===== src/rtl/fp_int_converter_pipe.sv =====
// Integer <-> IEEE-754 binary32 converter with iterative normalisation and
// valid/ready handshakes on both sides; one operation in flight at a time.
module fp_int_converter_pipe #(
    parameter int INT_W      = 32,
    parameter int SHIFT_STEP = 4
) (
    input  logic             clk,
    input  logic             rst_n,
    input  logic             in_valid,
    output logic             in_ready,
    input  logic             option,
    input  logic             integer_is_signed,
    input  logic [2:0]       rm,
    input  logic [INT_W-1:0] in,
    output logic             out_valid,
    input  logic             out_ready,
    output logic [INT_W-1:0] out,
    output logic             NV,
    output logic             NX
);

    localparam int              XW       = INT_W + 26;
    localparam logic [7:0]      EXP_INIT = 8'(127 + INT_W - 1);
    localparam logic [8:0]      HUGE_EXP = 9'(127 + INT_W);
    localparam logic [INT_W-1:0] MAX_POS  = {1'b0, {(INT_W-1){1'b1}}};
    localparam logic [INT_W-1:0] MIN_NEG  = {1'b1, {(INT_W-1){1'b0}}};
    localparam logic [INT_W-1:0] ALL_ONES = {INT_W{1'b1}};

    typedef enum logic [2:0] {
        ST_IDLE  = 3'd0,
        ST_NORM  = 3'd1,
        ST_ROUND = 3'd2,
        ST_CVT   = 3'd3,
        ST_DONE  = 3'd4
    } state_t;

    state_t             state_r;
    logic               in_ready_r;
    logic               out_valid_r;
    logic [INT_W-1:0]   out_r;
    logic               nv_r;
    logic               nx_r;
    logic               sign_r;
    logic               is_signed_r;
    logic [2:0]         rm_r;
    logic [INT_W-1:0]   mag_r;
    logic [7:0]         exp_r;
    logic [31:0]        fp_r;

    logic               cap_sign_s;
    logic [INT_W-1:0]   cap_mag_s;
    logic               top_zero_s;

    logic [23:0]        mant_s;
    logic               rnd_g_s;
    logic               rnd_r_s;
    logic               rnd_s_s;
    logic               rnd_nx_s;
    logic [24:0]        mant_sum_s;
    logic [31:0]        fp_res_s;
    logic [INT_W-1:0]   i2f_out_s;

    logic [7:0]         f_exp_s;
    logic [7:0]         f_eff_s;
    logic [23:0]        sig_s;
    logic               huge_s;
    logic               tiny_s;
    logic [7:0]         shamt_s;
    logic [XW-1:0]      xfix_s;
    logic [INT_W-1:0]   int_part_s;
    logic               cvt_g_s;
    logic               cvt_r_s;
    logic               cvt_s_s;
    logic               cvt_nx_s;
    logic [INT_W:0]     rmag_s;
    logic [INT_W-1:0]   cvt_out_s;
    logic               cvt_nv_flag_s;
    logic               cvt_nx_flag_s;

    // Rounding increment decision; unused encodings truncate toward zero.
    function automatic logic round_inc(input logic [2:0] mode, input logic neg,
                                       input logic g, input logic r,
                                       input logic s, input logic lsb);
        logic inexact;
        inexact = g | r | s;
        case (mode)
            3'b000:  round_inc = g & (r | s | lsb);
            3'b001:  round_inc = 1'b0;
            3'b010:  round_inc = inexact & neg;
            3'b011:  round_inc = inexact & ~neg;
            3'b100:  round_inc = g;
            default: round_inc = 1'b0;
        endcase
    endfunction

    assign in_ready  = in_ready_r;
    assign out_valid = out_valid_r;
    assign out       = out_r;
    assign NV        = nv_r;
    assign NX        = nx_r;

    // Sign/magnitude split of the integer operand at accept time.
    always_comb begin
        cap_sign_s = integer_is_signed & in[INT_W-1];
        if (cap_sign_s) begin
            cap_mag_s = -in;
        end else begin
            cap_mag_s = in;
        end
        top_zero_s = (mag_r[INT_W-1 -: SHIFT_STEP] == {SHIFT_STEP{1'b0}});
    end

    // Round the normalised magnitude to a binary32 word.
    always_comb begin
        mant_s     = mag_r[INT_W-1 -: 24];
        rnd_g_s    = mag_r[INT_W-25];
        rnd_r_s    = mag_r[INT_W-26];
        rnd_s_s    = |mag_r[INT_W-27:0];
        rnd_nx_s   = rnd_g_s | rnd_r_s | rnd_s_s;
        mant_sum_s = {1'b0, mant_s} +
                     {24'd0, round_inc(rm_r, sign_r, rnd_g_s, rnd_r_s, rnd_s_s, mant_s[0])};
        fp_res_s   = 32'd0;
        if (mag_r != {INT_W{1'b0}}) begin
            // Hidden bit (and any carry-out) ripples into the exponent field.
            fp_res_s[31]   = sign_r;
            fp_res_s[30:0] = {exp_r - 8'd1, 23'd0} + {6'd0, mant_sum_s};
        end else begin
            fp_res_s = 32'd0;
        end
        i2f_out_s       = {INT_W{1'b0}};
        i2f_out_s[31:0] = fp_res_s;
    end

    // Float to integer: align the significand, round, then range-check.
    always_comb begin
        f_exp_s = fp_r[30:23];
        if (f_exp_s == 8'd0) begin
            f_eff_s = 8'd1;
        end else begin
            f_eff_s = f_exp_s;
        end
        sig_s   = {(f_exp_s != 8'd0), fp_r[22:0]};
        huge_s  = ({1'b0, f_eff_s} >= HUGE_EXP);
        tiny_s  = (f_eff_s < 8'd124);
        shamt_s = f_eff_s - 8'd124;
        xfix_s  = {XW{1'b0}};
        if (!tiny_s && !huge_s) begin
            // Binary point sits between bit 26 (units) and bit 25 (guard).
            xfix_s = {{(INT_W+2){1'b0}}, sig_s} << shamt_s;
        end else begin
            xfix_s = {XW{1'b0}};
        end
        int_part_s = xfix_s[XW-1:26];
        cvt_g_s    = xfix_s[25];
        cvt_r_s    = xfix_s[24];
        cvt_s_s    = tiny_s | (|xfix_s[23:0]);
        cvt_nx_s   = cvt_g_s | cvt_r_s | cvt_s_s;
        rmag_s     = {1'b0, int_part_s} +
                     {{INT_W{1'b0}}, round_inc(rm_r, fp_r[31], cvt_g_s, cvt_r_s, cvt_s_s, int_part_s[0])};

        cvt_out_s     = {INT_W{1'b0}};
        cvt_nv_flag_s = 1'b0;
        cvt_nx_flag_s = 1'b0;
        if (f_exp_s == 8'hFF) begin
            cvt_nv_flag_s = 1'b1;
            if ((fp_r[22:0] != 23'd0) || !fp_r[31]) begin
                cvt_out_s = is_signed_r ? MAX_POS : ALL_ONES;
            end else begin
                cvt_out_s = is_signed_r ? MIN_NEG : {INT_W{1'b0}};
            end
        end else if (fp_r[30:0] == 31'd0) begin
            cvt_out_s = {INT_W{1'b0}};
        end else if (fp_r[31] && !is_signed_r) begin
            if (!huge_s && (rmag_s == {(INT_W+1){1'b0}})) begin
                cvt_nx_flag_s = cvt_nx_s;
            end else begin
                cvt_nv_flag_s = 1'b1;
            end
        end else if (fp_r[31]) begin
            if (huge_s || (rmag_s > {1'b0, MIN_NEG})) begin
                cvt_out_s     = MIN_NEG;
                cvt_nv_flag_s = 1'b1;
            end else begin
                cvt_out_s     = -rmag_s[INT_W-1:0];
                cvt_nx_flag_s = cvt_nx_s;
            end
        end else if (is_signed_r) begin
            if (huge_s || (rmag_s > {1'b0, MAX_POS})) begin
                cvt_out_s     = MAX_POS;
                cvt_nv_flag_s = 1'b1;
            end else begin
                cvt_out_s     = rmag_s[INT_W-1:0];
                cvt_nx_flag_s = cvt_nx_s;
            end
        end else begin
            if (huge_s || rmag_s[INT_W]) begin
                cvt_out_s     = ALL_ONES;
                cvt_nv_flag_s = 1'b1;
            end else begin
                cvt_out_s     = rmag_s[INT_W-1:0];
                cvt_nx_flag_s = cvt_nx_s;
            end
        end
    end

    // Control FSM with operand capture and registered result/handshake outputs.
    always_ff @(posedge clk or negedge rst_n) begin
        if (!rst_n) begin
            state_r     <= ST_IDLE;
            in_ready_r  <= 1'b1;
            out_valid_r <= 1'b0;
            out_r       <= {INT_W{1'b0}};
            nv_r        <= 1'b0;
            nx_r        <= 1'b0;
            sign_r      <= 1'b0;
            is_signed_r <= 1'b0;
            rm_r        <= 3'd0;
            mag_r       <= {INT_W{1'b0}};
            exp_r       <= 8'd0;
            fp_r        <= 32'd0;
        end else begin
            case (state_r)
                ST_IDLE: begin
                    if (in_valid) begin
                        in_ready_r  <= 1'b0;
                        sign_r      <= cap_sign_s;
                        is_signed_r <= integer_is_signed;
                        rm_r        <= rm;
                        mag_r       <= cap_mag_s;
                        exp_r       <= EXP_INIT;
                        fp_r        <= in[31:0];
                        state_r     <= option ? ST_CVT : ST_NORM;
                    end
                end
                ST_NORM: begin
                    if ((mag_r == {INT_W{1'b0}}) || mag_r[INT_W-1]) begin
                        state_r <= ST_ROUND;
                    end else if (top_zero_s) begin
                        mag_r <= mag_r << SHIFT_STEP;
                        exp_r <= exp_r - 8'(SHIFT_STEP);
                    end else begin
                        mag_r <= mag_r << 1;
                        exp_r <= exp_r - 8'd1;
                    end
                end
                ST_ROUND: begin
                    out_r       <= i2f_out_s;
                    nv_r        <= 1'b0;
                    nx_r        <= rnd_nx_s;
                    out_valid_r <= 1'b1;
                    state_r     <= ST_DONE;
                end
                ST_CVT: begin
                    out_r       <= cvt_out_s;
                    nv_r        <= cvt_nv_flag_s;
                    nx_r        <= cvt_nx_flag_s;
                    out_valid_r <= 1'b1;
                    state_r     <= ST_DONE;
                end
                ST_DONE: begin
                    if (out_ready) begin
                        out_valid_r <= 1'b0;
                        in_ready_r  <= 1'b1;
                        state_r     <= ST_IDLE;
                    end
                end
                default: begin
                    out_valid_r <= 1'b0;
                    in_ready_r  <= 1'b1;
                    state_r     <= ST_IDLE;
                end
            endcase
        end
    end

endmodule


===== config.mk =====
export PLATFORM = sky130hd
export DESIGN_NAME = fp_int_converter_pipe
export DESIGN_NICKNAME = d
export VERILOG_FILES = /design/src/rtl/fp_int_converter_pipe.sv
export SDC_FILE = /design/constraint.sdc
export NUM_CORES = 1
export LEC_CHECK = 0
export CAP_MARGIN = 20
export CELL_PAD_IN_SITES_DETAIL_PLACEMENT = 1
export CELL_PAD_IN_SITES_GLOBAL_PLACEMENT = 1
export CORE_ASPECT_RATIO = 1.1
export CORE_UTILIZATION = 40
export CTS_BUF_LIST = sky130_fd_sc_hd__clkbuf_8
export DETAILED_ROUTE_END_ITERATION = 7
export DONT_BUFFER_PORTS = 1
export GPL_TIMING_DRIVEN = 1
export PLACE_DENSITY = 0.7
export SLEW_MARGIN = 30
export SYNTH_ARGS = -nofsm -noshare
export SYNTH_HDL_FRONTEND = slang
export SYNTH_SLANG_ARGS = --single-unit

===== constraint.sdc =====
create_clock -name clk -period 5.9 [get_ports clk]
set_input_delay 0.885 -clock clk [delete_from_list [all_inputs] [get_ports clk]]
set_output_delay 0.885 -clock clk [all_outputs]
set_load 0.05 [all_outputs]

==> metrics.md <==
| Metric | Value |
|---|---|
| Outcome | `completed` |
| Initial antenna violation count | `0` |
| CTS clk-pin slew, worst paths | `90 ps` |
| Max Clk Rate | `170 MHz` |
| CP bufs+invs | `5` |
| Slowest CP cell | `nor4_1` |
| WS Path Type | `reg -> reg` |
| Post-DR wirelength/cell | `26.5 um` |
| Final hold slack | `111 ps` |
| Crit. End Element | `flip-flop` |
| Avg Cell Area, Syn | `7.26 um2` |
| Period utilisation layout | `99.5%` |
| Port Buffers | `0` |
| Multi-input logic area | `0.00949 mm2` |
| Hold Fails Final Rpt | `0` |
| Via count of the first global-routing pass | `15000` |
| Cell Pwr Density | `786 mW/mm2` |
| R2r setup slk | `30 ps` |
| CP Launch Type | `flip-flop` |
| Mapped Cells | `1732` |
| Fin crit period | `5870 ps` |
| Initial DRC count | `1688` |
| CTS tree | `done` |
| Critical Path Source | `fp_r[25]` |
| Crit path max-delay family | `simple AND/OR/NAND/NOR gates` |
| Syn Nets | `1785` |
| Area grow syn2layout | `25.0%` |
| WP depth | `26` |
| Simple-gate share of the synthesized area | `31.3%` |
| Synth Flop Type | `dfrtp_1` |
| Core area | `0.0307 mm2` |
| Via/cell ratio | `6.44` |
| Slew Limit Fails | `0` |
| Global-route wire length before repair | `93.3 mm` |
| Initial Util | `41.0%` |
| XOR/XNOR Fraction of Synth Area | `7.29%` |
| Synth warnings | `0` |
| Measured slew at the worst slew-check pin | `983 ps` |
| Reg2reg start | `fp_r[25]` |
| R2R depth | `26` |
| M2 GR Usage | `61.6%` |
| Die H | `188 um` |
| CP max FO | `8` |
| Distinct cell type count after synthesis | `114` |
| Static leakage | `6.34 nW` |
| Worst skew pair latency | `480 ps` |
| Most common cell after layout, fill and taps aside | `nand2_1` |
| Clk sinks | `116` |
| Commonest non-fill, non-tap cells in the layout | `289 x nand2_1, 279 x buf_4, 137 x o21ai_0` |
| Met1 Track Usage GR | `51.3%` |
| Gr ovfl total | `0` |
| Top Ports | `77` |
| Gpl congestion | `1.07` |
| Largest net degree at the start of global routing | `117` |
| Post-synth EDFFs | `0` |
| FP Rows | `67` |
| Sequential Area | `0.00291 mm2` |
| Maximum vdd drop | `0.000345 V` |
| Mux contribution to synthesized area | `3.63%` |
| Post-Synth Adder-Cell Area | `1.19%` |
| FILL cells | `3906` |
| Max-Cap Viols | `0` |
| Req. time, crit path | `6290 ps` |
| Drt drc | `0` |
| Slowest Stage Delay on Critical Path | `430 ps` |
| Worst EP arrival | `6260 ps` |
| Vias | `15000` |
| Final setup vio count | `0` |
| Largest family of logic cells by synthesized area | `simple AND/OR/NAND/NOR gates` |
| CTS root buffer | `clkbuf_8` |
| Top cell by count, worst path | `buf_4` |
| RSZ-0062 raised after global routing | `yes` |
| R2r endpoint | `out[15]` |
| Post-route ant nets | `0` |
| Total Wirelength | `62.0 mm` |
| Slew headroom | `34.3%` |
| Die ar. | `0.0321 mm2` |
| Post-synth ARST share | `100%` |
| Drt first pass iters | `5` |
| CTS Buf Count | `17` |
| Clk buf depth | `2` |
| Sequential fraction of the synthesis area | `23.1%` |
| Setup TNS | `0 ps` |
| Synth Cell Area | `0.0126 mm2` |
| Synth Area in Compound Gates | `27.5%` |
| Nets@finish | `1961` |
| H-tree depth | `4` |
| Setup Skew | `28.7 ps` |
| GR peak layer | `met2` |
| CTS Hold Bufs | `0` |
| HPWL Detailed | `47.5 mm` |
| Total track usage | `38.5%` |
| GR Util met3 | `7.51%` |
| Die W | `171 um` |
| Synthesis-stage register bit count | `116` |
| Share of layout cells above drive strength 1 | `25.8%` |
| Worst min path class | `in -> async` |
==> cell type report <==
class                           count  area share, %
Multi-Input combinational cell   1447           60.4
Clock inverter                     15          0.988
Tap cell                          414           3.30
Sequential cell                   116           18.5
Antenna cell                        1         0.0159
Clock buffer                       17           1.49
Timing Repair Buffer              290           14.4
Inverter                           36          0.876
==> how the worst max path moves through the flow <==
stage               slack (ps)  endpoint
floorplan                  -80   out[10]
global placement          -190   out[24]
detailed placement        -260   out[15]
CTS                          1   out[15]
global route              -150   out[30]
finish                      30   out[15]
==> cell usage after synthesis (10+ instances only) <==
library cell	instances	area share [%]
buf_2	19	0.76
nor2b_1	12	0.60
xnor2_1	56	3.9
and2_1	17	0.85
a2111oi_0	15	1.0
nor4_1	32	1.6
o21ai_0	142	5.7
a21oi_1	102	4.1
buf_1	10	0.30
mux2i_1	31	2.5
ha_1	12	1.2
a31oi_1	15	0.75
dfrtp_1	115	23
or4_1	13	0.78
nand4_1	25	1.2
and3_1	25	1.2
nor2_1	124	3.7
o21ai_1	12	0.48
or3_1	16	0.80
inv_1	33	0.99
o31ai_1	18	1.1
nand2b_1	16	0.80
a211oi_1	17	1.0
nand3_1	78	3.1
o21ai_2	10	0.70
a221oi_1	17	1.2
o211ai_1	17	1.0
o21a_1	11	0.66
nand2_1	290	8.7
o22ai_1	11	0.55
xor2_1	43	3.0
clkbuf_1	88	2.6
nor3_1	68	2.7
mux2_2	10	0.90
==> routing by layer <==
metal	wire length, um	vias to the layer above
li1	-	6773
met5	0	-
met4	1930	0
met1	26300	7515
met2	29000	641
met3	4770	107
==> metrics by stage <==
stage | cells | utilization, % | power [mW] | setup slack, ps | instance area [um2]
6_report | 2336 | 51.2 | 12.3 | 31.9 | 15700
5_1_grt | 2335 | 51.2 | 12.9 | -154 | 15700
4_1_cts | 2315 | 49.5 | 11.4 | 1.08 | 15200
3_5_place_dp | 2274 | 47.5 | 10.4 | -260 | 14600
3_3_place_gp | 2274 | 47.5 | 10.3 | -186 | 14600
2_1_floorplan | 1732 | - | 6.65 | -84.6 | 12700
==> report_power, final <==
part	leakage, nW	internal [mW]	switching [mW]
Sequential	1.42	1.15	0.939
Combinational	4.73	3.97	5.51
Clock	0.187	0.376	0.391
Total	6.34	5.50	6.84
==> kinds of logic after synthesis <==
kind of cell / Yosys count
adder cells (fa/ha/maj): 12
buffers and inverters: 170
AND/OR/NAND/NOR: 778
XOR/XNOR: 102
AO/OA/AOI/OAI: 511
flip-flops: 116
multiplexers: 43
==> repair_timing <==
action,CTS,global route
setup buffers,8,21
hold endpoints to repair,0,0
pin swaps,18,42
endpoints found under the setup margin,34,34
gates cloned,1,0
resized for setup,37,69
==> registers in the layout, indices dropped and copies added, names as in the netlist <==
register and flops:
rm_r 3, in_ready 1, mag_r 32, sign_r 1, fp_r 32, NX 1, out_valid 1, is_signed_r 1
exp_r 8, NV 1, out 32, state_r 3
Power figures use the tool's default switching activity.
